File: config.mk
export PLATFORM = sky130hd
export DESIGN_NAME = switch_sequencer_flat
export DESIGN_NICKNAME = d
export VERILOG_FILES = /design/src/rtl/switch_sequencer_if.sv /design/src/rtl/switch_sequencer.sv /design/src/flat_wrapper.sv
export SDC_FILE = /design/constraint.sdc
export NUM_CORES = 1
export LEC_CHECK = 0
export ABC_CLOCK_PERIOD_IN_PS = 3700
export BUFFER_PORTS_ARGS = -buffer_cell sky130_fd_sc_hd__clkbuf_2
export CAP_MARGIN = 20
export CORE_MARGIN = 1
export CORE_UTILIZATION = 40
export CTS_BUF_LIST = sky130_fd_sc_hd__clkbuf_8
export DETAILED_ROUTE_END_ITERATION = 12
export PLACE_DENSITY_LB_ADDON = 0.1
export RECOVER_POWER = 50
export SLEW_MARGIN = 20
export SYNTH_ARGS = -nofsm -noshare
export SYNTH_HDL_FRONTEND = slang
export SYNTH_SLANG_ARGS = --single-unit
export TNS_END_PERCENT = 20
File: constraint.sdc
create_clock -name clk -period 3.7 [get_ports clk]
set_input_delay 0.555 -clock clk [delete_from_list [all_inputs] [get_ports clk]]
set_output_delay 0.555 -clock clk [all_outputs]
set_load 0.1 [all_outputs]
File: src/rtl/switch_sequencer_if.sv
// Host/switcher-facing bundle for switch_sequencer.
//   master : host side; drives pattern writes and run control, observes status.
//   slave  : sequencer side; consumes host controls, drives bank enables/status.
// Signals:
//   pat_wr_en/pat_wr_addr/pat_wr_data : pattern memory write port
//   num_symbols                       : run length, sampled on an accepted start
//   start/abort                       : run control
//   bank_en                           : enables to the switcher instances
//   busy/sample_strobe/symbol_idx/done: run status
interface switch_sequencer_if #(
  parameter int NUM_BANKS   = 4,
  parameter int PATTERN_LEN = 32
);
  logic                             pat_wr_en;
  logic [$clog2(PATTERN_LEN)-1:0]   pat_wr_addr;
  logic [NUM_BANKS-1:0]             pat_wr_data;
  logic [$clog2(PATTERN_LEN+1)-1:0] num_symbols;
  logic                             start;
  logic                             abort;
  logic [NUM_BANKS-1:0]             bank_en;
  logic                             busy;
  logic                             sample_strobe;
  logic [$clog2(PATTERN_LEN)-1:0]   symbol_idx;
  logic                             done;

  modport master (
    output pat_wr_en, pat_wr_addr, pat_wr_data, num_symbols, start, abort,
    input  bank_en, busy, sample_strobe, symbol_idx, done
  );

  modport slave (
    input  pat_wr_en, pat_wr_addr, pat_wr_data, num_symbols, start, abort,
    output bank_en, busy, sample_strobe, symbol_idx, done
  );
endinterface

File: src/rtl/switch_sequencer.sv
// switch_sequencer: plays a host-written pattern of bank-enable words onto the
// switcher array, one word per SYMBOL_CYCLES-long slot, with a strobe on the
// first cycle of every slot for the ring-oscillator sampler.
// Ports:
//   clk  : clock
//   rst  : asynchronous, active-high reset
//   bus  : switch_sequencer_if.slave (pattern write port, run control, status)
// All outputs on bus are driven straight from flops.
module switch_sequencer #(
  parameter int NUM_BANKS     = 4,
  parameter int PATTERN_LEN   = 32,
  parameter int SYMBOL_CYCLES = 1000
) (
  input  logic              clk,
  input  logic              rst,
  switch_sequencer_if.slave bus
);

  localparam int AW = $clog2(PATTERN_LEN);
  localparam int NW = $clog2(PATTERN_LEN + 1);
  localparam int CW = (SYMBOL_CYCLES > 1) ? $clog2(SYMBOL_CYCLES) : 1;
  localparam logic [CW-1:0] CNT_RELOAD = CW'(SYMBOL_CYCLES - 1);

  typedef enum logic [1:0] {
    IDLE = 2'd0,
    RUN  = 2'd1,
    DONE = 2'd2
  } state_t;

  // Index of the final word of a run: min(n, PATTERN_LEN) - 1.
  // Only called with n != 0.
  function automatic logic [AW-1:0] sat_last(input logic [NW-1:0] n);
    logic [NW-1:0] sat;
    sat = (n > NW'(PATTERN_LEN)) ? NW'(PATTERN_LEN) : n;
    return AW'(sat - NW'(1));
  endfunction

  logic [NUM_BANKS-1:0] pat [PATTERN_LEN];

  state_t               state_q, state_d;
  logic [CW-1:0]        cnt_q, cnt_d;
  logic [AW-1:0]        idx_q, idx_d;
  logic [AW-1:0]        idx_inc;
  logic [AW-1:0]        last_q;
  logic                 load_last;
  logic [NUM_BANKS-1:0] bank_en_q, bank_en_d;
  logic                 busy_q, busy_d;
  logic                 strobe_q, strobe_d;
  logic                 done_q, done_d;
  logic                 addr_ok;

  // Out-of-range addresses can only occur when PATTERN_LEN is not a power of 2.
  if ((1 << AW) == PATTERN_LEN) begin : g_addr_full
    assign addr_ok = 1'b1;
  end else begin : g_addr_chk
    assign addr_ok = (bus.pat_wr_addr < AW'(PATTERN_LEN));
  end

  // Pattern memory has no reset so contents survive rst; frozen while a run plays.
  always_ff @(posedge clk) begin
    if (bus.pat_wr_en && !busy_q && addr_ok) begin
      pat[bus.pat_wr_addr] <= bus.pat_wr_data;
    end
  end

  assign idx_inc = idx_q + AW'(1);

  always_comb begin
    state_d   = state_q;
    cnt_d     = cnt_q;
    idx_d     = idx_q;
    bank_en_d = bank_en_q;
    busy_d    = 1'b0;
    strobe_d  = 1'b0;
    done_d    = 1'b0;
    load_last = 1'b0;
    case (state_q)
      IDLE: begin
        bank_en_d = '0;
        idx_d     = '0;
        // abort has priority over start, including zero-length requests.
        if (bus.start && !bus.abort) begin
          if (bus.num_symbols != '0) begin
            state_d   = RUN;
            load_last = 1'b1;
            cnt_d     = CNT_RELOAD;
            bank_en_d = pat[0];
            busy_d    = 1'b1;
            strobe_d  = 1'b1;
          end else begin
            state_d = DONE;
            done_d  = 1'b1;
          end
        end
      end
      RUN: begin
        busy_d = 1'b1;
        if (bus.abort) begin
          state_d   = IDLE;
          bank_en_d = '0;
          idx_d     = '0;
          busy_d    = 1'b0;
        end else if (cnt_q != '0) begin
          cnt_d = cnt_q - CW'(1);
        end else if (idx_q != last_q) begin
          idx_d     = idx_inc;
          cnt_d     = CNT_RELOAD;
          bank_en_d = pat[idx_inc];
          strobe_d  = 1'b1;
        end else begin
          state_d   = DONE;
          bank_en_d = '0;
          idx_d     = '0;
          busy_d    = 1'b0;
          done_d    = 1'b1;
        end
      end
      DONE: begin
        state_d   = IDLE;
        bank_en_d = '0;
        idx_d     = '0;
      end
      default: begin
        state_d   = IDLE;
        bank_en_d = '0;
        idx_d     = '0;
        cnt_d     = '0;
      end
    endcase
  end

  always_ff @(posedge clk or posedge rst) begin
    if (rst) begin
      state_q   <= IDLE;
      cnt_q     <= '0;
      idx_q     <= '0;
      bank_en_q <= '0;
      busy_q    <= 1'b0;
      strobe_q  <= 1'b0;
      done_q    <= 1'b0;
    end else begin
      state_q   <= state_d;
      cnt_q     <= cnt_d;
      idx_q     <= idx_d;
      bank_en_q <= bank_en_d;
      busy_q    <= busy_d;
      strobe_q  <= strobe_d;
      done_q    <= done_d;
    end
  end

  // Run length is only meaningful in RUN and is reloaded on every accepted start.
  always_ff @(posedge clk) begin
    if (load_last) begin
      last_q <= sat_last(bus.num_symbols);
    end
  end

  assign bus.bank_en       = bank_en_q;
  assign bus.busy          = busy_q;
  assign bus.sample_strobe = strobe_q;
  assign bus.symbol_idx    = idx_q;
  assign bus.done          = done_q;

endmodule

File: src/flat_wrapper.sv
// flat-port wrapper written by rule: the top's interface ports become plain ports
module switch_sequencer_flat 
#(
  parameter int NUM_BANKS     = 4,
  parameter int PATTERN_LEN   = 32,
  parameter int SYMBOL_CYCLES = 1000
)
  (clk, rst, bus_pat_wr_en, bus_pat_wr_addr, bus_pat_wr_data, bus_num_symbols, bus_start, bus_abort, bus_bank_en, bus_busy, bus_sample_strobe, bus_symbol_idx, bus_done);
  switch_sequencer_if #(.NUM_BANKS(NUM_BANKS), .PATTERN_LEN(PATTERN_LEN)) bus_i ();
  input  logic clk;
  input  logic rst;
  input wire logic [$bits(bus_i.pat_wr_en)-1:0] bus_pat_wr_en;
  input wire logic [$bits(bus_i.pat_wr_addr)-1:0] bus_pat_wr_addr;
  input wire logic [$bits(bus_i.pat_wr_data)-1:0] bus_pat_wr_data;
  input wire logic [$bits(bus_i.num_symbols)-1:0] bus_num_symbols;
  input wire logic [$bits(bus_i.start)-1:0] bus_start;
  input wire logic [$bits(bus_i.abort)-1:0] bus_abort;
  output wire logic [$bits(bus_i.bank_en)-1:0] bus_bank_en;
  output wire logic [$bits(bus_i.busy)-1:0] bus_busy;
  output wire logic [$bits(bus_i.sample_strobe)-1:0] bus_sample_strobe;
  output wire logic [$bits(bus_i.symbol_idx)-1:0] bus_symbol_idx;
  output wire logic [$bits(bus_i.done)-1:0] bus_done;
  assign bus_i.pat_wr_en = bus_pat_wr_en;
  assign bus_i.pat_wr_addr = bus_pat_wr_addr;
  assign bus_i.pat_wr_data = bus_pat_wr_data;
  assign bus_i.num_symbols = bus_num_symbols;
  assign bus_i.start = bus_start;
  assign bus_i.abort = bus_abort;
  assign bus_bank_en = bus_i.bank_en;
  assign bus_busy = bus_i.busy;
  assign bus_sample_strobe = bus_i.sample_strobe;
  assign bus_symbol_idx = bus_i.symbol_idx;
  assign bus_done = bus_i.done;
  switch_sequencer #(.NUM_BANKS(NUM_BANKS), .PATTERN_LEN(PATTERN_LEN), .SYMBOL_CYCLES(SYMBOL_CYCLES)) u_core (.clk(clk), .rst(rst), .bus(bus_i));
endmodule
==> key figures, run 1 <==
Layout
  – Layout area overhead: 11.7%
  – Most frequent cells in the layout: edfxtp_1 (133), nor2_1 (45), mux4_2 (36), dfrtp_1 (24), clkbuf_2 (23)
  – Commonest non-fill, non-tap cell in the layout: edfxtp_1
  – Fraction of layout cells with a size suffix above 1: roughly 22%
  – Diode count: 0
  – Final nets: roughly 460
  – Filler cells: about 1400

Setup path
  – Setup crit end: u_core.bus.bank_en[3]
  – Critical Path Max Stage Delay: approximately 0.57 ns
  – CP Launch Point: u_core.bus.symbol_idx[1]
  – Slowest cell on the critical path: ha_2
  – R2r setup slk: 1.00 ns
  – Worst reg2reg startpoint: u_core.bus.symbol_idx[1]
  – CP Cell Sequence: ha_2 -> buf_12 -> mux4_2 -> mux4_2 -> mux2i_1 -> o21ai_1
  – Cell repeated most along the worst path: mux4_2
  – FF-to-FF End: u_core.bus.bank_en[3]
  – Kind of critical path: flip-flop to flip-flop
  – Worst Reg2Reg Path Length in Cells: 6
  – Delay-heaviest family, CP: multiplexers
  – Crit end category: flip-flop
  – Worst Path Max Fanout: 25
  – Critical path arrival: ~3 ns
  – Worst path bufs/invs: 1
  – WP depth: 6
  – Startpoint Class: flip-flop
  – Req. time, crit path: approximately 4 ns

Clocking
  – Max clock buf depth: 2
  – Clk_lat worst skew: 0.45 ns
  – CTS clk-pin slew, worst paths: 0.08 ns
  – CTS tree: yes
  – # clock sinks: roughly 160
  – Postcts setup bufs: 0
  – H-tree levels: 4
  – CTS Hold Bufs: 0
  – Total CTS buffers: 17
  – CTS root buffer: clkbuf_8
  – Post_cts resized: 0

Route
  – Drt pass-1 iters: 4
  – Drt wl/cell: 21.1 um
  – ANT nets after route: 0
  – Routed Wire Length: ~14000 um
  – DRC: 0
  – 1st-iter DRT viols: roughly 210
  – Vias per Instance: approximately 5.4
  – Via count: 3609

Placed design
  – Buffers added on ports: 31
  – HPWL after detailed placement: 9240 um
  – Gp weighted congestion: 0.716

Yosys
  – Synth warnings: 0
  – Post-synthesis register bit count: approximately 160
  – Main combinational cell family by area after synthesis: multiplexers
  – Post-Synth Simple-Gate Area: about 8.6%
  – Synth Area in XOR/XNOR: 1.43%
  – Cells after Synth: 399
  – Post-Syn Area per Cell: between 15 and 20 um2
  – Adder-cell share of the synthesized area: less than 1%
  – Synth top area share: between 60% and 70%
  – Synth unique cells: 51
  – Leading area contributor after synthesis: edfxtp_1
  – Multiplexer share of the synthesized area: between 10% and 20%
  – Syn nets: between 400 and 500
  – Most used DFF post-synth: edfxtp_1
  – Async S/R FF share, synth: ~15%
  – Area contributors post-synth: edfxtp_1 (60%), mux4_2 (12%), dfrtp_1 (9.0%), nor2_1 (2.5%), mux2i_1 (1.1%)
  – Post-synthesis compound-gate area fraction: 4.59%
  – Post-synth EDFFs: 133
  – Synth Cell Area: 6660 um2
  – Register area share after synthesis: 69.0%

Status
  – Status: finished clean

STA
  – Slew HR: 3.66%
  – Sum Neg Setup Slack: 0 ns
  – Setup-failing EPs final: 0
  – Max Clk Rate: between 300 and 400 MHz
  – RSZ-0062 raised after global routing: false
  – Final min period: between 2 and 3 ns
  – Max-slew violation count: 0
  – Final Cycle Share: approximately 73%
  – Final Skew: around 0.011 ns
  – Worst slew pin tran: around 1.4 ns
  – Final Hold Fails: 0

Global route
  – Vias in the first global route: approximately 3700
  – Initial antenna violation count: 0
  – First-pass GRT wire length: 21400 um
  – GR Overflow Total: 0
  – Tot GR Track Use: around 18%
  – Largest net degree at the start of global routing: 33

Die
  – Area of the core: around 16000 um2
  – Initial Utilization: approximately 41%
  – Die height: 131 um
  – Die W: 131 um
  – Die area: 17200 um2
  – # IOs: 32
  – FP Rows: 46

Hold path
  – Worst hold path class: input pin to async pin

Power
  – P_int: roughly 3.3 mW
  – Seq pwr share: 44.8%
  – Combinational share of power: about 27%
  – Pwr Total: about 4.8 mW
  – LEAKAGE: around 2.5 nW
  – Clk pwr share: between 20 and 30%
  – Psw: 1.53 mW
  – Power Dens Cells: roughly 640 nW/um2
  – VDD IR max: between 0.3 and 0.4 mV
  – Sw Ratio: a little under a third

Run
  – Max Cap Violations: 0
-- layer usage --
metal | up-vias | track usage (%) | share of wire, %
met5 | - | 0 | 0
met4 | 0 | 5.68 | 1.1
met3 | 12 | 4.72 | 7.5
met2 | 117 | 28.4 | 48
met1 | 1834 | 24.4 | 43
li1 | 1646 | - | -
-- through the flow --
step                hold slack (ns)  instance area [um2]  worst slack, ns  cells  util [%]
finish                        0.305                 7440             1.00    665      46.3
global route                  0.299                 7440            0.829    665      46.3
CTS                           0.288                 7450            0.975    665      46.4
detailed placement            0.502                 7030            0.992    633      43.8
global placement              0.499                 7030             1.03    633      43.8
floorplan                     0.475                 6660            0.749    399         -
-- synth_stat cells, types with 3 or more instances --
| master | count |
|---|---|
| nor2_1 | 45 |
| o21ai_1 | 3 |
| a21oi_1 | 9 |
| mux4_2 | 36 |
| nor4_1 | 3 |
| nand4b_1 | 3 |
| o21ai_0 | 5 |
| or3_1 | 5 |
| xnor2_1 | 8 |
| nand2b_1 | 8 |
| ha_1 | 3 |
| a22oi_1 | 3 |
| nand2_1 | 18 |
| o22a_1 | 3 |
| buf_2 | 5 |
| inv_1 | 8 |
| dfrtp_1 | 24 |
| nand3_1 | 8 |
| nor3_1 | 6 |
| or3b_2 | 3 |
| a31oi_1 | 3 |
| mux2i_1 | 7 |
| edfxtp_1 | 133 |
| buf_6 | 4 |
| clkbuf_1 | 6 |
| o211ai_1 | 3 |
| nand3b_1 | 7 |
-- power groups by stage --
stage	logic (mW)	registers, mW	clock network [mW]
after floorplan	0.830	2.40	0
after global placement	1.31	2.18	0
after detailed placement	1.32	2.18	0
after CTS	1.33	2.14	1.37
after global routing	1.41	2.16	1.44
final	1.30	2.14	1.34
-- worst min-delay path by stage --
stage	start	end	slack, ns	cells after the start
floorplan	u_core.pat[0][1]	u_core.bus.bank_en[1]	0.47	2
global placement	u_core.cnt_q[9]	u_core.cnt_q[9]	0.50	1
detailed placement	u_core.cnt_q[9]	u_core.cnt_q[9]	0.50	1
CTS	bus_abort	u_core.bus.done	0.29	2
global route	bus_abort	u_core.bus.done	0.30	2
finish	rst	u_core.cnt_q[1]	0.30	2
-- final cells by class --
cell class              count  area [um2]  share of cell area, %
flip-flops and latches    157        4590                   61.8
multi-input cells         216        1930                   26.0
well taps                 216         270                   3.63
clock buffers              17         234                   3.15
repair buffers             36         195                   2.62
clock inverters            15         180                   2.42
inverters                   8        30.0                  0.404
-- state kept, by name (all words and copies together) (netlist names) --
register and flops:
u_core.last_q 5, u_core.bus.bank_en 4, u_core.bus.symbol_idx 5, u_core.bus.done 1
u_core.cnt_q 10, u_core.state_q 2, u_core.bus.sample_strobe 1, u_core.bus.busy 1
u_core.pat 128
-- cells by family after synthesis --
| family | after synthesis |
|---|---|
| AOI/OAI and AO/OA | 44 |
| and+or+nand+nor | 115 |
| xor gates and xnor gates | 10 |
| buffers and inverters | 26 |
| muxes | 44 |
| DFF | 157 |
| adders and majority gates | 3 |
Power figures use the tool's default switching activity.
==> inputs of run 2 (changes only) <==
ABC_CLOCK_PERIOD_IN_PS = 2550   (was 3700)
clock period = 2.55 ns   (was 3.7 ns; I/O delays follow)
==> run 2 against run 1 <==
Hold slack got worse by 0.26 ns. Worst setup slack worse by 0.91 ns. Die area unchanged. Largest cell class unchanged. Largest power group unchanged.
==> key figures, run 2 (synthesis gave the netlist of run 1 again) <==
Setup path
  – Critical path arrival: approximately 2.8 ns
  – Kind of critical path: flip-flop to flip-flop
  – Slowest cell on the critical path: mux4_1
  – Worst Path Max Fanout: 18
  – Req. time, crit path: roughly 2.9 ns
  – CP Cell Sequence: ha_4 -> buf_12 -> mux4_2 -> mux4_1 -> a32oi_1 -> o21ai_0
  – Crit end category: flip-flop
  – R2r setup slk: just over 0.09 ns
  – Critical Path Max Stage Delay: roughly 0.58 ns
  – Startpoint Class: flip-flop

Layout
  – Diode count: 0
  – Layout area overhead: 13.0%
  – Final nets: approximately 470
  – Commonest non-fill, non-tap cell in the layout: edfxtp_1
  – Biggest regs: u_core.pat: 128 flops, u_core.cnt_q: 10 flops
  – Finished Layout Cells: 672
  – Largest register FFs: around 130
  – Fraction of layout cells with a size suffix above 1: between 20% and 30%
  – Reg with most FFs: u_core.pat
  – Most frequent cells in the layout: edfxtp_1 (133), nor2_1 (45), mux4_2 (36), clkbuf_2 (25), dfrtp_1 (21)

Die
  – Die W: about 130 um
  – Area of the core: 16100 um2
  – Initial Utilization: about 41%
  – FP Rows: 46
  – Die height: 131 um
  – Die area: 17200 um2
  – # IOs: 32

STA
  – Setup ws final: 0.0914 ns
  – Worst slew pin tran: between 1 and 1.5 ns
  – Setup-failing EPs final: 0
  – Sum Neg Setup Slack: 0 ns
  – Final min period: approximately 2.5 ns
  – Slew HR: ~1.8%
  – Final hold slack: ~0.047 ns
  – Final Cycle Share: roughly 96%
  – RSZ-0062 raised after global routing: false
  – Final Hold Fails: 0
  – Final Skew: around 0.009 ns
  – Max-slew violation count: 0
  – Max Clk Rate: roughly 410 MHz

Global route
  – GR Overflow Total: 0
  – Tot GR Track Use: 17.9%
  – Vias in the first global route: 3675
  – Initial antenna violation count: 0
  – First-pass GRT wire length: ~21000 um
  – Largest net degree at the start of global routing: 33

Clocking
  – # clock sinks: between 150 and 200
  – CTS root buffer: clkbuf_8
  – Clk_lat worst skew: 0.45 ns
  – H-tree levels: 4
  – CTS Hold Bufs: 0
  – Max clock buf depth: 2
  – Postcts setup bufs: 0
  – Total CTS buffers: 17
  – CTS tree: yes
  – CTS clk-pin slew, worst paths: roughly 0.090 ns

Placed design
  – HPWL after detailed placement: between 9000 and 10000 um
  – Gp weighted congestion: about 0.74
  – Worst slack, placed: between 0.1 and 0.15 ns
  – Buffers added on ports: 31
  – Placed cells: between 600 and 700

Route
  – Drt pass-1 iters: 4
  – 1st-iter DRT viols: 263
  – Via count: approximately 3600
  – Vias per Instance: about 5.4
  – Routed Wire Length: 13800 um
  – Drt wl/cell: between 20 and 25 um
  – DRC: 0
  – ANT nets after route: 0

Power
  – VDD IR max: roughly 0.51 mV
  – Power Dens Cells: 921 nW/um2
  – LEAKAGE: ~2.5 nW

Run
  – Max Cap Violations: 0

Hold path
  – Worst hold path class: input pin to async pin

Status
  – Status: finished clean
==> run 2: path summary, 6_finish.rpt <==
path,cells past startpoint,startpoint,endpoint
worst max-delay path,6,u_core.bus.symbol_idx[1],u_core.bus.bank_en[0]
worst min-delay path,2,rst,u_core.cnt_q[9]
worst max register to register,6,u_core.bus.symbol_idx[1],u_core.bus.bank_en[0]
worst min register to register,1,u_core.cnt_q[9],u_core.cnt_q[9]
max in group asynchronous,3,rst,u_core.cnt_q[2]
min in group clk,2,bus_abort,u_core.state_q[1]
==> run 2: final cells by class <==
class / count / area, um2
repair buffers: 43 / 272
clock inverters: 15 / 163
flip-flops and latches: 157 / 4600
fillers: 1394 / 8530
well taps: 216 / 270
inverters: 8 / 30.0
multi-input cells: 216 / 1950
clock buffers: 17 / 234
==> run 2: repair_timing <==
action                                 4_1_cts  5_1_grt
gates resized for setup                      0        1
endpoints found under the hold margin        0        0
setup endpoints to repair                    0        9
==> run 2: power by group <==
| part | total [mW] | internal, mW | switching, mW |
|---|---|---|---|
| sequential | 3.08 | 2.95 | 0.127 |
| combinational | 2.01 | 0.813 | 1.19 |
| clock | 1.85 | 0.884 | 0.961 |
| total | 6.93 | 4.65 | 2.28 |
==> run 2: metrics by stage <==
| step | utilization, % | area [um2] | power [mW] |
|---|---|---|---|
| 2_1_floorplan | - | 6690 | 4.73 |
| 3_3_place_gp | 44.4 | 7130 | 5.15 |
| 3_5_place_dp | 44.5 | 7140 | 5.17 |
| 4_1_cts | 46.9 | 7530 | 7.00 |
| 5_1_grt | 46.9 | 7520 | 7.25 |
| 6_report | 46.9 | 7520 | 6.93 |
==> run 2: routing by layer <==
layer	global-route usage, %	part of all wire (%)
met5	0	0
met4	6.90	0.75
met3	4.28	6.7
met2	28.7	50
met1	23.6	43
==> run 2: critical path: cells and delay by family, from the launching register on <==
family	cells	cell delay, ns
mux	2	0.90
buf+inv	1	0.19
fa+ha+maj	1	0.34
flops	1	0.52
compound gates	2	0.37
